$ cat src/rtl/cpu_mem_loader_pkg.sv
// Shared types and defaults for the cpu memory loader.
package cpu_mem_loader_pkg;

    typedef enum logic [2:0] {
        IDLE,
        LOAD_I,
        LOAD_D,
        RUN,
        DUMP_RD,
        DUMP_WAIT,
        DUMP_OUT,
        DONE
    } state_e;

    localparam int unsigned DEF_IMEM_BASE = 0;
    localparam int unsigned DEF_DMEM_BASE = 0;
    localparam int unsigned DEF_ADDR_STEP = 4;

endpackage

$ cat src/rtl/cpu_mem_loader_mem_addr_gen.sv
// Word counter and base + idx*step address generator,
// shared by the load and dump phases.
module mem_addr_gen #(
    parameter int unsigned ADDR_W    = 32,
    parameter int unsigned CNT_W     = 10,
    parameter int unsigned ADDR_STEP = 4
) (
    input  logic              clk,
    input  logic              rst,
    input  logic              clr,
    input  logic              inc,
    input  logic [ADDR_W-1:0] base,
    output logic [CNT_W-1:0]  idx,
    output logic [ADDR_W-1:0] addr
);

    logic [CNT_W-1:0] idx_q;
    logic [CNT_W-1:0] idx_d;

    always_comb begin
        idx_d = idx_q;
        if (clr) begin
            idx_d = '0;
        end else if (inc) begin
            idx_d = idx_q + 1'b1;
        end
    end

    always_ff @(posedge clk) begin
        if (rst) begin
            idx_q <= '0;
        end else begin
            idx_q <= idx_d;
        end
    end

    // Wraps modulo 2**ADDR_W by construction.
    assign addr = base + (ADDR_W'(idx_q) * ADDR_W'(ADDR_STEP));
    assign idx  = idx_q;

endmodule

$ cat src/rtl/cpu_mem_loader.sv
// Host-side loader: streams images into imem/dmem, runs the cpu
// for a set number of cycles, then dumps the dmem window.
module cpu_mem_loader
    import cpu_mem_loader_pkg::*;
#(
    parameter int unsigned DATA_W    = 32,
    parameter int unsigned ADDR_W    = 32,
    parameter int unsigned CNT_W     = 10,
    parameter int unsigned IMEM_BASE = DEF_IMEM_BASE,
    parameter int unsigned DMEM_BASE = DEF_DMEM_BASE,
    parameter int unsigned ADDR_STEP = DEF_ADDR_STEP
) (
    input  logic              clk,
    input  logic              rst,
    input  logic              start,
    input  logic [CNT_W-1:0]  imem_words,
    input  logic [CNT_W-1:0]  dmem_words,
    input  logic [31:0]       run_cycles,
    input  logic              s_valid,
    output logic              s_ready,
    input  logic [DATA_W-1:0] s_data,
    output logic              m_valid,
    input  logic              m_ready,
    output logic [DATA_W-1:0] m_data,
    output logic [ADDR_W-1:0] addr_ext,
    output logic              wen_ext,
    output logic              ren_ext,
    output logic [DATA_W-1:0] wdata_ext,
    output logic [ADDR_W-1:0] addr_ext_2,
    output logic              wen_ext_2,
    output logic              ren_ext_2,
    output logic [DATA_W-1:0] wdata_ext_2,
    input  logic [DATA_W-1:0] rdata_ext_2,
    output logic              cpu_enable,
    output logic              busy,
    output logic              done
);

    state_e            state_q, state_d;
    logic [CNT_W-1:0]  imem_q, imem_d;
    logic [CNT_W-1:0]  dmem_q, dmem_d;
    logic [31:0]       run_q, run_d;
    logic [31:0]       cyc_q, cyc_d;
    logic [DATA_W-1:0] m_data_q, m_data_d;

    logic              idx_clr;
    logic              idx_inc;
    logic [ADDR_W-1:0] gen_base;
    logic [CNT_W-1:0]  idx;
    logic [ADDR_W-1:0] gen_addr;

    // First non-empty phase strictly after `from`.
    function automatic state_e phase_after(
        input state_e           from,
        input logic [CNT_W-1:0] iw,
        input logic [CNT_W-1:0] dw,
        input logic [31:0]      rc
    );
        if (from == IDLE && iw != '0)
            return LOAD_I;
        if ((from == IDLE || from == LOAD_I) && dw != '0)
            return LOAD_D;
        if ((from == IDLE || from == LOAD_I || from == LOAD_D) && rc != '0)
            return RUN;
        if (dw != '0)
            return DUMP_RD;
        return DONE;
    endfunction

    mem_addr_gen #(
        .ADDR_W    (ADDR_W),
        .CNT_W     (CNT_W),
        .ADDR_STEP (ADDR_STEP)
    ) u_addr_gen (
        .clk  (clk),
        .rst  (rst),
        .clr  (idx_clr),
        .inc  (idx_inc),
        .base (gen_base),
        .idx  (idx),
        .addr (gen_addr)
    );

    always_comb begin
        state_d     = state_q;
        imem_d      = imem_q;
        dmem_d      = dmem_q;
        run_d       = run_q;
        cyc_d       = cyc_q;
        m_data_d    = m_data_q;
        idx_clr     = 1'b0;
        idx_inc     = 1'b0;
        gen_base    = ADDR_W'(DMEM_BASE);
        s_ready     = 1'b0;
        m_valid     = 1'b0;
        addr_ext    = '0;
        wen_ext     = 1'b0;
        wdata_ext   = '0;
        addr_ext_2  = '0;
        wen_ext_2   = 1'b0;
        ren_ext_2   = 1'b0;
        wdata_ext_2 = '0;
        cpu_enable  = 1'b0;
        done        = 1'b0;

        unique case (state_q)
            IDLE: begin
                if (start) begin
                    imem_d  = imem_words;
                    dmem_d  = dmem_words;
                    run_d   = run_cycles;
                    cyc_d   = '0;
                    idx_clr = 1'b1;
                    state_d = phase_after(IDLE, imem_words,
                                          dmem_words, run_cycles);
                end
            end
            LOAD_I: begin
                gen_base  = ADDR_W'(IMEM_BASE);
                s_ready   = 1'b1;
                wen_ext   = s_valid;
                addr_ext  = gen_addr;
                wdata_ext = s_data;
                if (s_valid) begin
                    if (idx == imem_q - 1'b1) begin
                        idx_clr = 1'b1;
                        state_d = phase_after(LOAD_I, imem_q, dmem_q, run_q);
                    end else begin
                        idx_inc = 1'b1;
                    end
                end
            end
            LOAD_D: begin
                s_ready     = 1'b1;
                wen_ext_2   = s_valid;
                addr_ext_2  = gen_addr;
                wdata_ext_2 = s_data;
                if (s_valid) begin
                    if (idx == dmem_q - 1'b1) begin
                        idx_clr = 1'b1;
                        state_d = phase_after(LOAD_D, imem_q, dmem_q, run_q);
                    end else begin
                        idx_inc = 1'b1;
                    end
                end
            end
            RUN: begin
                cpu_enable = 1'b1;
                if (cyc_q == run_q - 32'd1) begin
                    cyc_d   = '0;
                    state_d = phase_after(RUN, imem_q, dmem_q, run_q);
                end else begin
                    cyc_d = cyc_q + 32'd1;
                end
            end
            DUMP_RD: begin
                ren_ext_2  = 1'b1;
                addr_ext_2 = gen_addr;
                state_d    = DUMP_WAIT;
            end
            DUMP_WAIT: begin
                m_data_d = rdata_ext_2;
                state_d  = DUMP_OUT;
            end
            DUMP_OUT: begin
                m_valid = 1'b1;
                if (m_ready) begin
                    if (idx == dmem_q - 1'b1) begin
                        idx_clr = 1'b1;
                        state_d = DONE;
                    end else begin
                        idx_inc = 1'b1;
                        state_d = DUMP_RD;
                    end
                end
            end
            DONE: begin
                done    = 1'b1;
                state_d = IDLE;
            end
            default: state_d = IDLE;
        endcase
    end

    always_ff @(posedge clk) begin
        if (rst) begin
            state_q  <= IDLE;
            imem_q   <= '0;
            dmem_q   <= '0;
            run_q    <= '0;
            cyc_q    <= '0;
            m_data_q <= '0;
        end else begin
            state_q  <= state_d;
            imem_q   <= imem_d;
            dmem_q   <= dmem_d;
            run_q    <= run_d;
            cyc_q    <= cyc_d;
            m_data_q <= m_data_d;
        end
    end

    assign m_data  = m_data_q;
    assign ren_ext = 1'b0;
    assign busy    = (state_q != IDLE);

endmodule

$ cat config.mk
export PLATFORM = sky130hd
export DESIGN_NAME = cpu_mem_loader
export DESIGN_NICKNAME = d
export VERILOG_FILES = /design/src/rtl/cpu_mem_loader_pkg.sv /design/src/rtl/cpu_mem_loader_mem_addr_gen.sv /design/src/rtl/cpu_mem_loader.sv
export SDC_FILE = /design/constraint.sdc
export NUM_CORES = 1
export LEC_CHECK = 0
export CORE_UTILIZATION = 65
export DETAILED_ROUTE_END_ITERATION = 16
export DONT_BUFFER_PORTS = 1
export PLACE_DENSITY = 0.83
export SYNTH_ARGS = -nofsm -noshare
export SYNTH_HDL_FRONTEND = slang
export SYNTH_SLANG_ARGS = --single-unit
$ cat constraint.sdc
create_clock -name clk -period 3.84 [get_ports clk]
set_input_delay 0.576 -clock clk [delete_from_list [all_inputs] [get_ports clk]]
set_output_delay 0.576 -clock clk [all_outputs]
set_load 0.05 [all_outputs]
Yosys cells after proc, flatten, opt, wreduce, memory -nomap -nowiden
Index checks and enable logic that the tools add are counted.
{"block": "totals", "regBits": 129, "latchBits": 0, "ramBits": 0, "rom_bits": 0, "inputBits": 121, "word_cells": 139, "mem_count": 0}
{"block": "classes", "add_sub_neg": 5, "mul": 0, "div": 0, "n_lt_le_gt_ge": 0, "n_eq_ne": 17, "shifts": 0, "muxes": 96, "bitwise_logic": 0, "n_reduce_logical": 14}
{"operator": "$mux 32", "count": 4}
{"operator": "$mux 3", "count": 27}
{"operator": "$pmux 32 s2", "count": 1}
{"operator": "$reduce_bool 32->1", "count": 2}
{"operator": "$mux 1", "count": 58}
{"operator": "$add 32x1->32 const B", "count": 1}
{"operator": "$eq 32x32->1", "count": 1}
{"operator": "$sub 32x1->32 const B", "count": 1}
{"operator": "$reduce_bool 10->1", "count": 3}
{"operator": "$mux 12", "count": 2}
{"operator": "$pmux 3 s8", "count": 1}
{"operator": "$eq 10x10->1", "count": 2}
{"operator": "$sub 10x1->10 const B", "count": 2}
{"operator": "$ne 2x2->1 const B", "count": 7}
{"operator": "$eq 3x3->1 const B", "count": 4}
{"operator": "$add 10x1->10 const B", "count": 1}
{"operator": "$reduce_and 7->1", "count": 1}
{"operator": "$eq 3x2->1 const B", "count": 2}
{"operator": "$reduce_or 2->1", "count": 3}
{"operator": "$pmux 1 s4", "count": 1}
{"operator": "$reduce_and 2->1", "count": 2}
{"operator": "$eq 3x1->1 const B", "count": 1}
{"operator": "$logic_not 3->1", "count": 1}
{"operator": "$pmux 1 s3", "count": 1}
{"operator": "other kinds (3)", "count": 3}

Logic depth before layout (Yosys ltp)
Gate-level depths: netlist of run 1.
{"block": "depth", "word_depth": 22, "mapped_depth": 14, "ltp_nobuf": 11}

Modules after synthesis
Synthesis of run 1 repeated with hierarchy kept, for this count alone.
{"block": "hier_totals", "cells_unflattened": 1202, "hier_area_um2": 8819.7}
{"module": "cpu_mem_loader", "n_inst": 1, "cells_per_inst": 1040, "area_each_um2": 7579.8, "seq_area_each_um2": 2382.3}
{"module": "mem_addr_gen", "n_inst": 1, "cells_per_inst": 162, "area_each_um2": 1239.9, "seq_area_each_um2": 200.2}

Worst setup path before layout of run 1
Ideal clock, no wire load.
{"block": "synth_timing", "kind": "register to register", "startpoint": "reg run_q[0]", "endpoint": "reg cyc_q[16]", "setup_ns": 0.126, "t_arrival_ns": 3.151, "t_required_ns": 3.714, "slack_ns": 0.563, "stages_incl_launch_ff": 14, "path_cell_list": "dfxtp_1 > inv_1 > ha_1 > or3b_2 > clkbuf_1 > nor4_1 > nand4b_1 > a31oi_1 > a41oi_1 > or4_1 > buf_2 > buf_6 > a41oi_1 > o22ai_1"}
{"block": "synth_via", "elab_chain_cells": 4}
{"element": "start: declaration", "line": "cpu_mem_loader.sv:42", "rtl": "logic [31:0] run_q, run_d;"}
{"element": "start signal: assignment", "line": "cpu_mem_loader.sv:197", "rtl": "run_q <= run_d;"}
{"element": "$sub 32x1->32", "line": "cpu_mem_loader.sv:149", "rtl": "if (cyc_q == run_q - 32'd1) begin"}
{"element": "$eq 32x32->1", "line": "cpu_mem_loader.sv:149"}
{"element": "$mux 32", "line": "cpu_mem_loader.sv:149"}
{"element": "$pmux 32 s2", "line": "cpu_mem_loader.sv:106", "rtl": "unique case (state_q)"}
{"element": "end signal: assignment", "line": "cpu_mem_loader.sv:198", "rtl": "cyc_q <= cyc_d;"}
{"element": "end: declaration", "line": "cpu_mem_loader.sv:43", "rtl": "logic [31:0] cyc_q, cyc_d;"}
Every way passes these cells.
A chain may end at the register's enable or synchronous reset.

Worst setup path after layout of run 1
{"block": "layout_timing", "startpoint": "reg run_q[0]", "endpoint": "reg cyc_q[1]"}
Same word-level chain as after synthesis.

==> results of run 1 <==
## per-stage QoR
stage                     setup slack, ns  hold slack, ns  std cells  power [W]
after floorplan                     0.563           0.448       1165    0.00309
after global placement              0.318           0.452       1242    0.00330
after detailed placement            0.281           0.456       1242    0.00333
after CTS                           0.227           0.208       1274    0.00490
after global routing               0.0424           0.203       1274    0.00517
final                               0.267           0.217       1284    0.00495
## power by group through the flow
stage / sequential, W / combinational (W) / clock (W)
detailed placement: 0.00161 / 0.00171 / 0
finish: 0.00159 / 0.00177 / 0.00160
global route: 0.00161 / 0.00189 / 0.00167
global placement: 0.00161 / 0.00170 / 0
floorplan: 0.00154 / 0.00155 / 0
CTS: 0.00158 / 0.00172 / 0.00160
## cell usage after synthesis, drive strengths merged (9+ instances only)
cell type / instances / area [um2]
o311ai: 9 / 78.8
mux2i: 10 / 100
and2: 81 / 509
xor2: 44 / 385
nor4: 33 / 221
xnor2: 41 / 359
inv: 22 / 82.6
o21ai: 16 / 80.1
buf: 50 / 375
clkbuf: 69 / 260
dfxtp: 129 / 2580
and3: 9 / 56.3
a21oi: 93 / 469
a41oi: 9 / 78.8
nor2b: 15 / 93.8
nand3: 34 / 175
nor3: 37 / 185
nor2: 55 / 206
nand4: 26 / 163
nand2: 237 / 890
## final cells by class
type	instances	area share, %
sequential	129	29.3
tap	168	2.39
multi-input combinational	895	58.2
clock inverter	13	1.55
timing repair buffer	28	2.39
antenna	10	0.284
inverter	22	0.938
clock buffer	19	4.92
## flip-flops by register name, indices dropped and copies added (netlist names)
| register | flops |
|---|---|
| cyc_q | 32 |
| m_data | 32 |
| run_q | 32 |
| dmem_q | 10 |
| imem_q | 10 |
| u_addr_gen.idx | 10 |
| state_q | 3 |
## worst max-delay path: stages, from the launching register on
cell	delay [ns]
dfxtp_1	0.36
inv_1	0.08
ha_1	0.23
or3b_2	0.59
nor4_2	0.23
o211ai_1	0.15
o31a_1	0.12
a2111oi_0	0.40
nand4_1	0.17
or4_1	0.42
buf_4	0.25
and2_4	0.20
a32o_1	0.24
## cells by family (layout without fill, tap and decap cells)
group | after synthesis | in the layout
xor+xnor | 85 | 85
fa+ha+maj | 6 | 6
mux | 10 | 10
simple gates | 571 | 571
other cells | 1 | 55
flops | 129 | 129
buf+inv | 141 | 82
compound gates | 178 | 178
## routing by layer
metal  part of all wire [%]  routed length (um)  track usage [%]  vias up
li1                       -                   -                -     3712
met1                     42               10600             52.2     3715
met2                     43               10700             55.7      435
met3                     13                3390             15.4       30
met4                    1.7                 427             11.0        4
met5                  0.087                  22                0        -
## repair_timing
item                       in CTS  in global routing
hold buffers                    0                  0
resized for setup               0                  7
setup endpoints to repair       0                 32
buffers inserted                0                  0
## worst max-delay path by stage
stage | end | slack (ns) | cells after the start
floorplan | cyc_q[16] | 0.56 | 13
detailed placement | cyc_q[22] | 0.28 | 10
global route | cyc_q[22] | 0.04 | 12
finish | cyc_q[1] | 0.27 | 12
CTS | cyc_q[23] | 0.23 | 12
global placement | cyc_q[27] | 0.32 | 12
## cells in the final DEF, fill, tap and decap left out, types with 6 or more instances in the layout
| cell | n |
|---|---|
| dfxtp_1 | 129 |
| inv_1 | 22 |
| and3_1 | 9 |
| nand3_1 | 33 |
| conb_1 | 45 |
| buf_4 | 28 |
| a21oi_1 | 92 |
| xnor2_1 | 41 |
| mux2i_1 | 10 |
| nor4_1 | 27 |
| clkbuf_16 | 17 |
| diode_2 | 10 |
| a31oi_1 | 6 |
| ha_1 | 6 |
| o311ai_0 | 9 |
| nand2_1 | 236 |
| o21ai_0 | 15 |
| nor3_1 | 32 |
| nand4_1 | 26 |
| or3_1 | 6 |
| a41oi_1 | 9 |
| nor2_1 | 55 |
| xor2_1 | 44 |
| and2_1 | 79 |
| nor2b_1 | 15 |
| or2_2 | 6 |
==> results by group, run 1 <==
STA
  – Final setup vio count: 0
  – Slew Viols, Final: 0
  – Final hold violation count: 0
  – Minimum clock period: ~3.6 ns
  – Sum Neg Setup Slack: 0 ns
  – Worst slew margin: 17.4%
  – Fin crit share: 93.0%
  – Slew @ Worst Pin: 1.24 ns
  – RSZ-0062 raised after global routing: false
  – Clock skew: roughly 0.014 ns
  – FMAX: roughly 280 MHz

Power and ir drop
  – P_int: ~0.0029 W
  – Leak: roughly 3.2 nW
  – Comb power frac: between 30% and 40%
  – Cell area power density: approximately 560 nW/um2
  – P_sw: between 0.002 and 0.0025 W
  – Flop pwr share: about a third
  – Switching share of power: between 40% and 50%
  – Worst vdd ir: between 0.3 and 0.4 mV
  – Clock Power Share: about a third

Outcome
  – Outcome: completed

Routing
  – DR DRC count: 0
  – 1st-iter DRT viols: roughly 800
  – Drt total wl: 25,200 um
  – First-pass DRT Iterations: 5
  – Post-route ant nets: 0
  – Routed wire length per instance: around 20 um
  – Vias: around 8,000
  – Vias per cell: approximately 6

Logic synthesis
  – Syn. warnings: 0
  – #FFs+latches synth: approximately 130
  – Synthesized instance count: approximately 1,100
  – Mapped Area: 8180 um2
  – Mapped Avg Cell Area: 7.30 um2
  – XOR/XNOR Fraction of Synth Area: 9.10%
  – Post-synthesis mux area share: under 10%
  – Sequential share of the synthesized area: a little under a third
  – Netlist cell types: 68
  – Post-synth top flop: dfxtp_1
  – Async set or reset register ratio after synthesis: 0%
  – Post-synth EDFFs: 0
  – Post-Synth Adder-Cell Area: 0.917%
  – Largest family of logic cells by synthesized area: simple AND/OR/NAND/NOR gates
  – Synth Area in Simple Gates: a little over a third
  – Compound-Gate Fraction of Synth Area: a little over an eighth

Floorplan
  – Starting Density: approximately two thirds
  – Core ar.: between 10,000 and 15,000 um2
  – IO Count: 290
  – DIE WIDTH: 114 um
  – Die area: about 13,000 um2
  – Die height: roughly 110 um
  – # rows: 40

Hold path
  – Hold Path Origin: rst
  – Hold Path Class: in2reg
  – Endpoint, Worst Hold: dmem_q[4]
  – Hold Path Stages: 1

Critical path
  – Worst R2R End: cyc_q[1]
  – Critical path type: reg2reg
  – Worst setup startpoint: run_q[0]
  – Crit path launch type: register
  – Worst setup EP type: register
  – Crit path max fanout: 24
  – Reg-to-reg slack, setup: ~0.27 ns
  – WP data arrival: 3.89 ns
  – Reg2reg path depth: 12
  – Req. time, crit path: roughly 4.2 ns
  – Worst r2r src: run_q[0]

Finish
  – Syn-to-layout area delta: 7.57%
  – Share of cells above drive strength 1: about 7.8%
  – Area of the multi-input gates: 5120 um2
  – Nets@finish: between 1,000 and 1,500
  – Register Area: roughly 2600 um2
  – Filler Cells Inserted: between 1,000 and 1,500
  – Fin util: between 70% and 80%
  – Design Area, Final: around 8800 um2

Clock tree
  – CTS root buf: clkbuf_16
  – H-tree depth: 4
  – CTS buffer count: 17
  – Clock transition at the registers of the reported paths: ~0.060 ns
  – CTS tree: yes
  – CTS sink cnt: around 130
  – Later-pin clock latency in the skew report: 0.43 ns
  – Max clock buf depth: 2

Global route
  – Vias in the first global route: slightly below 7,000
  – Largest net degree at the start of global routing: about 100
  – First-pass GRT wire length: 37,800 um
  – Antenna violations before repair: 4
  – Total gr overflow: 0
  – Total track usage: a little under two fifths

Placed design
  – Post-DP Area: slightly above 8000 um2
  – Placer Congestion: between 0.9 and 1
  – Port Buffers: 0
  – Dpl hpwl: approximately 19,000 um

Flow run
  – Max-cap violations: 0
Note: power is estimated with default switching activity, not from simulation.
==> run 2, diff against run 1 <==
--- a/config.mk
+++ b/config.mk
@@ -5,6 +5,7 @@
 export SDC_FILE = /design/constraint.sdc
 export NUM_CORES = 1
 export LEC_CHECK = 0
+export CORE_MARGIN = 2
 export CORE_UTILIZATION = 65
 export DETAILED_ROUTE_END_ITERATION = 16
 export DONT_BUFFER_PORTS = 1
==> results by group, run 2 (synthesis results as in run 1) <==
Finish
  – Design Area, Final: between 8000 and 9000 um2
  – Fin util: around 72%
  – Filler Cells Inserted: about 1,000
  – Syn-to-layout area delta: 7.43%
  – Commonest non-fill, non-tap cell in the layout: nand2_1
  – Share of cells above drive strength 1: approximately 7.7%
  – Non-Filler Instances: 1,278
  – Nets@finish: ~1,200
  – Most frequent cells in the layout: nand2_1 (236), dfxtp_1 (129), a21oi_1 (92)

Critical path
  – WP data arrival: 3.86 ns
  – Worst setup EP type: register
  – Crit path launch type: register
  – Req. time, crit path: just over 4 ns
  – Crit path max fanout: 24
  – Critical path type: reg2reg

Clock tree
  – CTS root buf: clkbuf_16
  – CTS sink cnt: ~130
  – Setup Fix Bufs, Post-CTS: 0
  – H-tree depth: 4
  – Clock transition at the registers of the reported paths: about 0.06 ns
  – Post-cts resize count: 0
  – CTS buffer count: 17
  – Later-pin clock latency in the skew report: about 0.42 ns
  – Hold-fix buffers, CTS: 0
  – CTS tree: yes
  – Max clock buf depth: 2

Global route
  – Total track usage: ~36%
  – Total gr overflow: 0
  – Largest net degree at the start of global routing: roughly 100
  – Met1 global-route usage: a little under half
  – Vias in the first global route: 7,114
  – Grt met3 use: ~17%
  – First-pass GRT wire length: 37,300 um
  – Antenna violations before repair: 3
  – Most Crowded Layer GR: met2
  – Met2 GRT Util: a little over half

STA
  – Clock skew: 0.00745 ns
  – RSZ-0062 raised after global routing: false
  – FMAX: 279 MHz
  – Slew @ Worst Pin: between 1 and 1.5 ns
  – Final hold violation count: 0
  – Final setup vio count: 0
  – Slew Viols, Final: 0
  – Sum Neg Setup Slack: 0 ns
  – Minimum clock period: roughly 3.6 ns
  – Fin crit share: ~93%
  – Worst slew margin: 21.9%

Routing
  – 1st-iter DRT viols: about 900
  – Vias per cell: approximately 6.3
  – DR DRC count: 0
  – Drt total wl: between 20,000 and 30,000 um
  – Routed wire length per instance: just under 20 um
  – Vias: 8,022
  – First-pass DRT Iterations: 6
  – Post-route ant nets: 0

Floorplan
  – # rows: 40
  – Die height: 116 um
  – DIE WIDTH: about 120 um
  – IO Count: between 200 and 300
  – Die area: ~14,000 um2
  – Core ar.: roughly 12,000 um2
  – Starting Density: between 60% and 70%

Hold path
  – Hold Path Class: in2reg

Placed design
  – Dpl cells: 1,244
  – Dpl hpwl: between 15,000 and 20,000 um
  – Placer Congestion: just over 0.9
  – Port Buffers: 0
  – Post-DP Area: a little over 8000 um2

Power and ir drop
  – Tot Pwr: between 0.004 and 0.005 W
  – Leak: between 3 and 4 nW
  – Worst vdd ir: ~0.47 mV
  – Cell area power density: 565 nW/um2

Flow run
  – Max-cap violations: 0

Outcome
  – Outcome: completed
[run 2: cell type report]
cell class,instances,area [um2],share of cell area [%]
Antenna cell,2,5.00,0.0569
Clock buffer,20,447,5.08
Clock inverter,12,133,1.51
Inverter,22,82.6,0.939
Multi-Input combinational cell,895,5090,57.9
Sequential cell,129,2580,29.4
Tap cell,168,210,2.39
Timing Repair Buffer,30,238,2.70
[run 2: path summary, 6_finish.rpt]
kind | cells past startpoint | slack (ns) | from | endpoint
worst max-delay path | 10 | 0.26 | run_q[8] | cyc_q[27]
worst min-delay path | 1 | 0.23 | rst | dmem_q[3]
worst max register to register | 10 | 0.26 | run_q[8] | cyc_q[27]
worst min register to register | 2 | 0.48 | imem_q[9] | imem_q[9]
[run 2: metal layers]
metal / up-vias / wire length, um
met5: - / 7
met4: 2 / 664
met3: 64 / 3460
met2: 482 / 10900
met1: 3746 / 10000
li1: 3728 / -
[run 2: metrics by stage]
step	worst slack (ns)	hold slack (ns)
floorplan	0.563	0.448
global placement	0.345	0.455
detailed placement	0.161	0.460
CTS	0.128	0.221
global route	0.0715	0.216
finish	0.260	0.226
[run 2: power by group]
group / internal (W) / leakage [nW] / switching (W)
sequential: 0.00143 / 1.05 / 0.000164
combinational: 0.000511 / 1.88 / 0.00126
clock: 0.000975 / 0.277 / 0.000631
total: 0.00291 / 3.21 / 0.00205
[run 2: critical path: stages (launching register included)]
cell	delay, ns
dfxtp_1	0.38
or4_4	0.57
or4b_4	0.54
nor4_1	0.33
mux2i_1	0.13
a311oi_1	0.22
nand4_1	0.14
or4_1	0.48
buf_12	0.20
nand3_2	0.25
o311ai_0	0.19
==> run 3, diff against run 2 <==
--- a/config.mk
+++ b/config.mk
@@ -9,7 +9,8 @@
 export CORE_UTILIZATION = 65
 export DETAILED_ROUTE_END_ITERATION = 16
 export DONT_BUFFER_PORTS = 1
-export PLACE_DENSITY = 0.83
+export GPL_TIMING_DRIVEN = 0
+export PLACE_DENSITY = 0.79
 export SYNTH_ARGS = -nofsm -noshare
 export SYNTH_HDL_FRONTEND = slang
 export SYNTH_SLANG_ARGS = --single-unit
==> results by group, run 3 (synthesis results as in run 1) <==
Floorplan
  – IO Count: 290
  – # rows: 40
  – Starting Density: around two thirds
  – DIE WIDTH: 116 um
  – Die area: between 10,000 and 15,000 um2
  – Die height: around 120 um
  – Core ar.: 12,200 um2

Power and ir drop
  – Tot Pwr: roughly 0.005 W
  – Flop pwr share: a little under a third
  – Cell area power density: 551 nW/um2
  – Worst vdd ir: about 0.47 mV
  – P_int: ~0.0030 W
  – Leak: 3.43 nW
  – Switching share of power: a little over 40%
  – Clock Power Share: between 30% and 40%
  – Comb power frac: 38.2%
  – P_sw: ~0.0021 W

Clock tree
  – CTS buffer count: 17
  – CTS sink cnt: roughly 130
  – CTS tree: yes
  – Max clock buf depth: 2
  – CTS root buf: clkbuf_16
  – Hold-fix buffers, CTS: 0
  – Clock transition at the registers of the reported paths: about 0.050 ns
  – H-tree depth: 4
  – Later-pin clock latency in the skew report: around 0.42 ns

Finish
  – Share of cells above drive strength 1: under 10%
  – Most frequent cells in the layout: nand2_1 (237), dfxtp_1 (129), a21oi_1 (92)
  – Nets@finish: 1,313
  – Fin util: around three quarters
  – Commonest non-fill, non-tap cell in the layout: nand2_1
  – Design Area, Final: 9290 um2
  – Syn-to-layout area delta: 13.5%

STA
  – FMAX: between 200 and 300 MHz
  – Final hold violation count: 0
  – Hold_ws: roughly 0.29 ns
  – Sum Neg Setup Slack: 0 ns
  – Slew @ Worst Pin: 1.37 ns
  – Worst slew margin: about 8.2%
  – Slew Viols, Final: 0
  – Fin crit share: ~97%
  – Minimum clock period: 3.71 ns
  – Clock skew: 0.00641 ns
  – Final setup vio count: 0

Placed design
  – Post-DP Area: roughly 8600 um2
  – Dpl hpwl: around 20,000 um
  – Placer Congestion: ~0.95
  – Port Buffers: 0

Routing
  – First-pass DRT Iterations: 9
  – DR DRC count: 0
  – Drt total wl: around 27,000 um
  – Vias per cell: between 6 and 7
  – Post-route ant nets: 0
  – Vias: 8,364
  – 1st-iter DRT viols: approximately 1,000
  – Routed wire length per instance: roughly 20 um

Outcome
  – Outcome: completed

Critical path
  – Critical path type: reg2reg
  – Worst setup EP type: register
  – Crit path launch type: register
  – Most frequent CP cell: nor4_1
  – Crit path buffers/inverters: 2
  – WP data arrival: approximately 4.0 ns
  – Crit path max fanout: 10
  – Crit-path max cell delay: around 0.6 ns
  – Req. time, crit path: between 4 and 5 ns
  – Slowest-stage cell, CP: nor4_1
  – CP Cell Sequence: nor4_1, or4b_4, nor4_4, xnor2_1, nor4_1, nand4_1, or4_1, clkbuf_4, buf_6, a41oi_1, o22ai_1
  – Delay-heaviest family, CP: simple AND/OR/NAND/NOR gates

Global route
  – Vias in the first global route: between 7,000 and 8,000
  – Antenna violations before repair: 1
  – Total track usage: between 30% and 40%
  – Largest net degree at the start of global routing: 17
  – Total gr overflow: 0
  – First-pass GRT wire length: 39,700 um

Hold path
  – Hold Path Class: in2reg

Flow run
  – Max-cap violations: 0
[run 3: changes by cell type in the layout (fill, tap and decap cells not counted), moves of 2 or more]
| cell | previous run | this run |
|---|---|---|
| nor4_2 | 3 | 5 |
| nor4_1 | 29 | 26 |
| clkbuf_8 | 1 | 6 |
| clkinv_2 | 3 | 1 |
| buf_4 | 29 | 49 |
| buf_6 | 0 | 3 |
| clkbuf_1 | 2 | 70 |
| inv_6 | 3 | 0 |
| diode_2 | 2 | 5 |
| clkinvlp_4 | 3 | 1 |
[run 3: worst reg2reg max path, cell delays in order, from the launching register on]
cell and delay (ns):
dfxtp_1 0.38, nor4_1 0.60, or4b_4 0.60, nor4_4 0.28, xnor2_1 0.10, nor4_1 0.35
nand4_1 0.17, or4_1 0.43, clkbuf_4 0.20, buf_6 0.15, a41oi_1 0.22, o22ai_1 0.11
[run 3: worst paths after layout]
| kind | cells past startpoint | slack, ns | to | startpoint |
|---|---|---|---|---|
| setup / recovery | 11 | 0.13 | cyc_q[16] | run_q[13] |
| hold / removal | 2 | 0.29 | run_q[5] | run_cycles[5] |
| setup reg to reg | 11 | 0.13 | cyc_q[16] | run_q[13] |
| hold reg to reg | 2 | 0.48 | imem_q[9] | imem_q[9] |
[run 3: through the flow]
| stage | instances | worst slack [ns] |
|---|---|---|
| after floorplan | 1165 | 0.563 |
| after global placement | 1333 | -0.0308 |
| after detailed placement | 1333 | -0.0517 |
| after CTS | 1363 | 0.0211 |
| after global routing | 1365 | -0.0368 |
| final | 1370 | 0.131 |
[run 3: what timing repair did]
action / in CTS / in global routing
pin swaps: 0 / 2
hold endpoints to repair: 0 / 0
buffers inserted: 0 / 2
gates resized for setup: 5 / 21
setup endpoints to repair: 28 / 36
cloned: 0 / 0
[run 3: area by class of cell]
cell class	count	area, um2
fillers	1009	2880
well taps	168	210
plain buffers	119	651
inverters	22	82.6
diodes	5	12.5
clock buffers	26	519
flip-flops and latches	129	2580
clock inverters	4	72.6
repair buffers	2	15.0
multi-input cells	895	5140
[run 3: power by group through the flow]
stage                     registers [W]  logic (W)  clock network, W
after floorplan                 0.00154    0.00155                 0
after global placement          0.00157    0.00181                 0
after detailed placement        0.00157    0.00183                 0
after CTS                       0.00154    0.00185           0.00162
after global routing            0.00156    0.00208           0.00168
final                           0.00155    0.00195           0.00161
[run 3: per-layer routing]
| layer | GRT usage (%) | vias to the layer above | part of all wire, % |
|---|---|---|---|
| met3 | 15.9 | 78 | 14 |
| met4 | 15.2 | 0 | 3.8 |
| met1 | 50.8 | 3820 | 39 |
| met5 | 0 | - | 0 |
| met2 | 57.3 | 562 | 43 |
| li1 | - | 3904 | - |
